==> config.mk <==
export PLATFORM = sky130hd
export DESIGN_NAME = acc_bank
export DESIGN_NICKNAME = d
export VERILOG_FILES = /design/src/rtl/nibbler_pkg.sv /design/src/rtl/acc_alu.sv /design/src/rtl/acc_bank.sv
export SDC_FILE = /design/constraint.sdc
export NUM_CORES = 1
export LEC_CHECK = 0
export CORE_ASPECT_RATIO = 0.6
export CORE_MARGIN = 1
export CORE_UTILIZATION = 55
export DETAILED_ROUTE_END_ITERATION = 8
export GPL_ROUTABILITY_DRIVEN = 0
export PLACE_DENSITY = 0.76
export SETUP_SLACK_MARGIN = 0.3
export SYNTH_ARGS = -nofsm -noshare
export SYNTH_HDL_FRONTEND = slang
export SYNTH_SLANG_ARGS = --single-unit
==> constraint.sdc <==
create_clock -name clk -period 7.6 [get_ports clk]
set_input_delay 1.52 -clock clk [delete_from_list [all_inputs] [get_ports clk]]
set_output_delay 1.52 -clock clk [all_outputs]
set_load 0.05 [all_outputs]
==> src/rtl/nibbler_pkg.sv <==
// rtl/nibbler_pkg.sv - shared op encoding for the accumulator bank
package nibbler_pkg;

  localparam int OP_W = 3;

  typedef enum logic [OP_W-1:0] {
    OP_NOP  = 3'b000,
    OP_LOAD = 3'b001,
    OP_ADD  = 3'b010,
    OP_SUB  = 3'b011,
    OP_AND  = 3'b100,
    OP_SHL  = 3'b101,
    OP_SHR  = 3'b110,
    OP_CLR  = 3'b111
  } op_t;

endpackage

==> src/rtl/acc_alu.sv <==
// rtl/acc_alu.sv - combinational result and carry/borrow/shift-out for one accumulator op
module acc_alu
  import nibbler_pkg::*;
#(
  parameter int WIDTH = 4
) (
  input  logic [WIDTH-1:0] acc,
  input  logic [WIDTH-1:0] din,
  input  logic [OP_W-1:0]  op,
  output logic [WIDTH-1:0] res,
  output logic             cout
);

  always_comb begin
    res  = acc;
    cout = 1'b0;
    unique case (op_t'(op))
      OP_NOP:  res = acc;
      OP_LOAD: res = din;
      OP_ADD:  {cout, res} = {1'b0, acc} + {1'b0, din};
      // the extra top bit of a widened subtract is exactly the unsigned borrow
      OP_SUB:  {cout, res} = {1'b0, acc} - {1'b0, din};
      OP_AND:  res = acc & din;
      OP_SHL: begin
        res  = {acc[WIDTH-2:0], 1'b0};
        cout = acc[WIDTH-1];
      end
      OP_SHR: begin
        res  = {1'b0, acc[WIDTH-1:1]};
        cout = acc[0];
      end
      OP_CLR:  res = '0;
      default: res = acc;
    endcase
  end

endmodule

==> src/rtl/acc_bank.sv <==
// rtl/acc_bank.sv - bank of DEPTH accumulators with registered result, flags and valid pulse
module acc_bank
  import nibbler_pkg::*;
#(
  parameter int WIDTH = 4,
  parameter int DEPTH = 4
) (
  input  logic                     clk,
  input  logic                     reset,
  input  logic                     enable,
  input  logic [OP_W-1:0]          op,
  input  logic [$clog2(DEPTH)-1:0] sel,
  input  logic [WIDTH-1:0]         dataIn,
  output logic [WIDTH-1:0]         dataOut,
  output logic                     carry,
  output logic                     zero,
  output logic                     valid
);

  logic [WIDTH-1:0] acc_q [DEPTH];
  logic [WIDTH-1:0] cur;
  logic [WIDTH-1:0] res;
  logic             cout;
  logic             in_range;
  logic             do_op;

  // sel can exceed DEPTH-1 when DEPTH is not a power of two
  assign in_range = (32'(sel) < DEPTH);
  assign do_op    = enable && (op != OP_NOP) && in_range;
  assign cur      = in_range ? acc_q[sel] : '0;

  acc_alu #(.WIDTH(WIDTH)) u_alu (
    .acc  (cur),
    .din  (dataIn),
    .op   (op),
    .res  (res),
    .cout (cout)
  );

  always_ff @(posedge clk or negedge reset) begin
    if (!reset) begin
      for (int i = 0; i < DEPTH; i++) acc_q[i] <= '0;
      dataOut <= '0;
      carry   <= 1'b0;
      zero    <= 1'b0;
      valid   <= 1'b0;
    end else begin
      valid <= do_op;
      if (do_op) begin
        acc_q[sel] <= res;
        dataOut    <= res;
        carry      <= cout;
        zero       <= (res == '0);
      end
    end
  end

endmodule

* Word-level counts from Yosys, hierarchy flattened *
Index checks and enable logic that the tools add are counted.

word-level totals
  register bits after elaboration = 23
  output and inout port bits = 7
  word-level logic and storage cells = 34

operators by class
  order comparisons = 2
  equal/unequal tests = 7
  reduce and logical (&&, ||, !) cells = 5
  add/subtract/negate cells = 2
  bitwise gates (word level) = 2
  multiplexer cells = 8

operators with widths
  kind                  count
  $pmux W4 S8           1
  $bwmux W16            1
  $eq A3 B3 Y1 const B  4
  $mux W4               3
  $bmux W4 S2           1
  $demux W4 S2          1
  $eq A3 B2 Y1 const B  2
  $add A4 B4 Y5         1
  $sub A4 B4 Y5         1
  $and A4 B4 Y4         1
  $logic_not A4 Y1      1
  $pmux W1 S4           1
  $eq A3 B1 Y1 const B  1
  $ge A3 B3 Y1 const B  1
  $logic_not A3 Y1      1
  $lt A3 B1 Y1 const B  1
  $not A2 Y3            1
  $reduce_bool A3 Y1    1
  $logic_and A1 B1 Y1   2

* Depth between registers and ports, before layout *
Gate-level depths: netlist of the first run.

  depth after elaboration = 7
  mapped depth = 12
  gate-level depth less buffers = 11

* Cells and area by module *
Synthesis of the first run repeated with hierarchy kept, for this count alone.

second synthesis, totals
  cell total of the unflattened synthesis = 126
  area total of the unflattened synthesis = 1614.0 µm²

by module, submodules not included
  module    area an instance (µm²)  cells each  seq. area each (µm²)  times used
  acc_bank  1061.0                  61          575.6                 1
  acc_alu   553.0                   65          0.0                   1

* Worst setup path before layout of the first run *
OpenSTA, ideal clock, no wires.

  path type = input port to flip-flop
  from = input port sel[0]
  to = register acc_q[5] in the netlist's numbering
  required time = 7.475 ns
  library setup time = 0.125 ns
  stages on the path = 12
  path slack = 3.553 ns
  arrival = 3.922 ns
  path buffers = 1
  cell sequence = buf_4 mux4_2 inv_1 ha_1 inv_1 fa_1 mux2i_1 nor3_1 a221oi_1 nand3_1 a21o_1 mux2_2

between the ends
  cells in the longest elaborated chain, start to end = 7
  elaborated cells between the ends (all ways) = 14

ends and longest elaborated chain
  element                                      line                            text
  from (decl)                                  acc_bank.sv:12                  input logic [$clog2(DEPTH)-1:0] sel,
  $not A2 Y3 (not written as such) (*)         acc_bank.sv:30, acc_bank.sv:50
  $bmux W4 S2                                  acc_bank.sv:30                  assign cur = in_range ? acc_q[sel] : '0;
  $mux W4 (not written as such) (2 in series)  acc_bank.sv:30
  $sub A4 B4 Y5 (tied with other cells)        acc_alu.sv:22                   OP_SUB: {cout, res} = {1'b0, acc} - {1'b0, din};
  $pmux W4 S8                                  acc_alu.sv:17                   unique case (op_t'(op))
  $bwmux W16 (*)                               acc_bank.sv:50                  acc_q[sel] <= res;
  to (signal, indexed assignment)              acc_bank.sv:50
  to (decl)                                    acc_bank.sv:20                  logic [WIDTH-1:0] acc_q [DEPTH];

Mark *: on every way between the ends. The rest lies on a longest branch, timed or not. The select of a mux whose other input is x is not followed.
A chain may end at the register's enable or synchronous reset.

* Final worst setup path of the first run *
  from = input port sel[0]
  to = register zero

between the ends
  cells in the longest elaborated chain, start to end = 7
  elaborated cells between the ends (all ways) = 9

ends and longest elaborated chain
  element                                          line            text
  $not A2 Y3 (not written as such) (*)             acc_bank.sv:30
  $bmux W4 S2 (*)                                  acc_bank.sv:30
  $mux W4 (not written as such) (*) (2 in series)  acc_bank.sv:30
  $sub A4 B4 Y5 (tied with other cells)            acc_alu.sv:22
  $pmux W4 S8 (*)                                  acc_alu.sv:17
  $logic_not A4 Y1 (*)                             acc_bank.sv:53  zero <= (res == '0);
  to (signal assigned)                             acc_bank.sv:53
  to (decl)                                        acc_bank.sv:16  output logic zero,

Marked as above.

==> results of run 1 <==
## cells in the mapped netlist (2+ instances only)
| cell type | instances |
|---|---|
| nor3_1 | 4 |
| inv_1 | 9 |
| ha_1 | 9 |
| mux2_2 | 19 |
| nand3_1 | 3 |
| o21ai_2 | 2 |
| o21a_1 | 2 |
| dfrtp_1 | 23 |
| a21oi_1 | 5 |
| buf_6 | 2 |
| xnor2_1 | 2 |
| fa_1 | 2 |
| mux2i_1 | 6 |
| mux4_2 | 2 |
| nor2_1 | 11 |
| inv_2 | 2 |
| o211ai_1 | 2 |
| nand2_1 | 10 |
| nor2b_1 | 2 |
| a221oi_1 | 2 |
| o21ai_0 | 6 |
## state kept, by name (all words and copies together), names as in the netlist
name	count
acc_q	16
dataOut	4
carry	1
valid	1
zero	1
## layout make-up
type / count / area [sq um] / area share
clock buffers: 3 / 41.3 / 0.0228
multi-input cells: 109 / 930 / 0.513
clock inverters: 1 / 5.00 / 0.00276
well taps: 32 / 40.0 / 0.0221
flip-flops and latches: 23 / 576 / 0.317
repair buffers: 18 / 180 / 0.0994
inverters: 11 / 41.3 / 0.0228
## through the flow
stage | power [uW] | hold WS (ns)
floorplan | 371 | 0.464
detailed placement | 442 | 0.483
finish | 520 | 0.501
global placement | 431 | 0.460
global route | 555 | 0.514
CTS | 519 | 0.502
## layer usage
metal	track usage	share of wire	up-vias	wire, um
met3	0.0674	0.090	2	317
met4	0.0360	0.0060	0	21
li1	-	-	568	-
met2	0.385	0.40	54	1400
met1	0.417	0.51	597	1780
met5	0	0	-	0
## worst min path at each step
stage	endpoint	slack [ns]
2_1_floorplan	acc_q[2]	0.46
3_3_place_gp	zero	0.46
3_5_place_dp	acc_q[2]	0.48
4_1_cts	acc_q[2]	0.50
5_1_grt	acc_q[2]	0.51
6_report	acc_q[2]	0.50
## cells by family after synthesis
logic type / after synthesis / share of synthesized area
simple gates: 37 / 0.115
compound gates: 30 / 0.146
mux: 29 / 0.218
flops: 23 / 0.363
buf+inv: 16 / 0.0505
fa+ha+maj: 11 / 0.0963
xor+xnor: 2 / 0.0111
## power by group through the flow
stage	Clock [uW]	Sequential, uW	Combinational (uW)
after global routing	83.3	192	279
after detailed placement	0	190	252
final	76.6	187	256
after floorplan	0	214	157
after CTS	78.1	187	254
after global placement	0	186	245
## worst max-delay path: cells and delay by family
kind                     cells  cell delay [ns]
adder cells (fa/ha/maj)      2             0.60
buffers and inverters        3             0.97
XOR/XNOR                     1             0.17
AO/OA/AOI/OAI                4             1.06
multiplexers                 1             0.63
==> impl_metrics.yaml, run 1 <==
pwr:
  sequentialPowerShare: 0.361
  p_int_uw: 314
  switching_share: 0.395
  p_sw_uw: 205
  p_per_area_nw_per_um2: 287
  leakagePower_uw: 0.000809
  pwr-share-clk: 0.147
  peakVddDrop_uv: 131
  pwr-share-comb: 0.492
worst_setup_path:
  crit_fanout: 10
  start_kind: "input pin"
  worstSetupPathType: "in2reg"
  cp_cell_sequence: "clkdlybuf4s50_1 -> mux4_2 -> inv_1 -> ha_1 -> inv_1 -> fa_1 -> xnor2_1 -> a21oi_1 -> a2111oi_2 -> a211oi_2 -> o41ai_2"
  path_common_cell: "inv_1"
  cp-startpoint: "sel[0]"
  slowest_stage: "clkdlybuf4s50_1"
  reg2reg_depth: 10
  cp_data_required_time_ns: 7.77
  r2r_start: "acc_q[0]"
  r2r_slack_ns: 4.54
  r2r_end: "zero"
  critPathMaxStageDelay_ns: 0.77
  endpoint: "zero"
  arrival_ns: 4.96
  cp-end-kind: "register"
yosys:
  syn_nets: 171
  yosys_warnings: 0
  synth.area.top_cells: "dfrtp_1 36%, mux2_2 13%, ha_1 7.1%, mux2i_1 3.8%, mux4_2 2.8%"
  synth.ff_latch_count: 23
  ys_types: 44
  syn_avg_cell_area_sq_um: 10.7
  ys_seq_area_frac: 0.363
  synth_top_area_share: 0.363
  synth_area_sq_um: 1590
  synthCells: 148
  yosysTopAreaCell: "dfrtp_1"
  synth_edf_count: 0
  synth-async-reset-ratio: 1.00
  yosys_most_used_dff: "dfrtp_1"
global_routing:
  first_global_vias: 1202
  overflow: 0
  grt_max_degree: 24
  antenna_found_initial: 0
  grt_usage: 0.267
  grt_first_pass_wirelength_um: 6110
sta:
  clock_skew_ns: 0.00741
  fmax_mhz: 209
  final-setup-viol-count: 0
  relSlewSlack: 0.335
  worst_pin_slew_ns: 0.995
  tns_ns: 0
  rsz0062_at_grt: "no"
  drv_slew: 0
  post-route-period-util: 0.631
  hold_viol: 0
  worst_slack_ns: 2.81
  layout_min_cycle_time_ns: 4.79
layout:
  stdcell_area_sq_um: 1810
  utilization: 0.695
  syn_to_final_growth_pct: 14.4
  fin_cells: 197
  n_antenna_cell: 0
  final_cell_mix: "23 x dfrtp_1, 19 x mux2_2, 18 x clkdlybuf4s50_1, 11 x nor2_1, 10 x nand2_1"
  finalNetCount: 189
  fill_cells: 175
  layout-drive-gt1-share: 0.218
  final_common_cell: "dfrtp_1"
worst_hold_path:
  hp-start: "acc_q[2]"
  min_path_cells: 1
  hp-class: "reg2reg"
drt:
  route.detailed.wl_per_inst_um: 17.9
  drt_iter0_markers: 145
  routed-via-count: 1221
  wl_um: 3520
  firstDrtPassIters: 9
  post-route-drc-count: 1
  ant_nets: 0
  via_per_inst: 6.20
place:
  placed_cells: 193
  hpwl_um: 2820
  dpl-instance-area_sq_um: 1770
  place_ws_ns: 2.57
  portBuffers: 18
clock_network:
  cts_tree: "done"
  clk_pin_slew_ns: 0.08
  worstSkewPairLatency_ns: 0.27
  cts_setup_buffers: 0
  cts_buffer_depth: 2
  root_buffer: "clkbuf_8"
  post_cts_resized: 0
  numCtsBuffers: 3
  cts_hold_buf: 0
  cts_htree_levels: 1
  clkSinkCount: 23
status:
  violations: "design-rule violations"
  outcome: "complete, but fails checks"
floorplan:
  start_util: 0.607
  fp.coreArea_sq_um: 2610
  die-height_um: 43.6
  rows: 14
  io_pins: 19
  dieArea_sq_um: 3110
  die-width_um: 71.3
job:
  drv_cap: 0
Note: power is estimated with default switching activity, not from simulation.
==> run 2, diff against run 1 <==
clock period = 4.5 ns   (was 7.6 ns; I/O delays follow)
==> run 2 against run 1 <==
The run still ends with design-rule violations left. Sequential share of layout area fell by 0.35 points. Sequential power rose by 68%. Design area rose by 1.1%. Clock power rose by 62%. Flip-flop and latch count did not move. Die area did not move. Wire length rose by 2.4%. First-iteration DRC count rose by 14%. Count of clock-buffer cells in the layout did not move. Register-to-register slack got worse by 3.1 ns. Critical path type unchanged. Largest cell class unchanged.
==> impl_metrics.yaml, run 2 (synthesis gave the netlist of run 1 again) <==
status:
  outcome: "complete, but fails checks"
  violations: "design-rule violations"
clock_network:
  cts_tree: "done"
  cts_htree_levels: 1
  clk_pin_slew_ns: 0.08
  cts_buffer_depth: 2
  worstSkewPairLatency_ns: 0.26
  numCtsBuffers: 3
  cts_setup_buffers: 0
  root_buffer: "clkbuf_8"
  clkSinkCount: 23
worst_setup_path:
  cp_data_required_time_ns: 4.66
  crit_fanout: 6
  worstSetupPathType: "in2reg"
  cp-end-kind: "register"
  start_kind: "input pin"
  arrival_ns: 4.18
pwr:
  switching_share: 0.393
  pwr-share-comb: 0.500
  p_int_uw: 533
  sequentialPowerShare: 0.359
  p_sw_uw: 345
  peakVddDrop_uv: 265
  leakagePower_uw: 0.000819
  pwr-share-clk: 0.141
  p_per_area_nw_per_um2: 479
sta:
  post-route-period-util: 0.893
  tns_ns: 0
  layout_min_cycle_time_ns: 4.02
  worst_slack_ns: 0.481
  final-setup-viol-count: 0
  worst_pin_slew_ns: 1.02
  clock_skew_ns: 0.00603
  hold_viol: 0
  rsz0062_at_grt: "no"
  drv_slew: 0
  fmax_mhz: 249
  relSlewSlack: 0.319
layout:
  largest_reg_flops: 16
  fin_cells: 199
  final_common_cell: "dfrtp_1"
  syn_to_final_growth_pct: 15.6
  stdcell_area_sq_um: 1830
  reg.largest.list: "acc_q: 16 flops, dataOut: 4 flops"
  utilization: 0.702
  finalNetCount: 191
  n_antenna_cell: 0
  layout-drive-gt1-share: 0.234
  final_cell_mix: "23 x dfrtp_1, 19 x mux2_2, 18 x clkdlybuf4s50_1, 11 x nor2_1, 10 x nand2_1"
  top_register: "acc_q"
drt:
  routed-via-count: 1236
  post-route-drc-count: 2
  via_per_inst: 6.21
  route.detailed.wl_per_inst_um: 18.1
  wl_um: 3600
  ant_nets: 0
  drt_iter0_markers: 166
  firstDrtPassIters: 6
global_routing:
  grt_max_degree: 24
  overflow: 0
  grt_usage: 0.261
  grt_first_pass_wirelength_um: 6000
  first_global_vias: 1195
  antenna_found_initial: 0
floorplan:
  rows: 14
  start_util: 0.607
  dieArea_sq_um: 3110
  io_pins: 19
  die-height_um: 43.6
  die-width_um: 71.3
  fp.coreArea_sq_um: 2610
place:
  portBuffers: 18
  place_ws_ns: 0.250
  dpl-instance-area_sq_um: 1780
  hpwl_um: 2860
  placed_cells: 195
job:
  drv_cap: 0
worst_hold_path:
  hp-class: "reg2reg"
run 2: final cells by class:
class,count,area (sq um)
sequential,23,576
clock buffer,3,41.3
tap,32,40.0
clock inverter,1,5.00
timing repair buffer,20,195
inverter,11,41.3
multi-input combinational,109,935
fill,193,777
run 2: worst paths after layout:
path                                 start    endpoint  slack [ns]  cells after the start
max in group asynchronous            reset   acc_q[11]        2.69                      1
worst min-delay path            dataOut[3]  dataOut[3]        0.49                      1
worst min register to register  dataOut[3]  dataOut[3]        0.49                      1
worst max-delay path                sel[1]        zero        0.48                     11
min in group asynchronous            reset        zero        1.19                      1
worst max register to register    acc_q[0]        zero        1.42                     10
run 2: what timing repair did:
| action | 4_1_cts | 5_1_grt |
|---|---|---|
| resized for setup | 0 | 1 |
| setup endpoints to repair | 0 | 5 |
| endpoints found under the hold margin | 0 | 0 |
| hold buffers | 0 | 0 |
run 2: critical path, stage by stage:
cell	delay, ns
clkdlybuf4s50_1	0.63
mux2_2	0.37
o21ai_1	0.28
inv_1	0.19
fa_1	0.49
xnor2_1	0.16
nand2_1	0.09
o21ai_2	0.07
a2111oi_2	0.45
a211oi_2	0.18
o41ai_2	0.36
run 2: through the flow:
step	hold WS, ns	power [uW]
2_1_floorplan	0.464	626
3_3_place_gp	0.462	729
3_5_place_dp	0.479	748
4_1_cts	0.496	874
5_1_grt	0.511	941
6_report	0.492	878
run 2: power by group through the flow:
stage | Combinational (uW) | Sequential, uW | Clock, uW
2_1_floorplan | 265 | 361 | 0
3_3_place_gp | 414 | 314 | 0
3_5_place_dp | 430 | 318 | 0
4_1_cts | 431 | 315 | 127
5_1_grt | 480 | 325 | 136
6_report | 439 | 315 | 124
run 2: routing by layer:
metal / track usage / wire length (um) / up-vias
li1: - / - / 571
met4: 0.0360 / 6 / 0
met5: 0 / 0 / -
met3: 0.0953 / 370 / 2
met1: 0.387 / 1690 / 600
met2: 0.375 / 1530 / 63
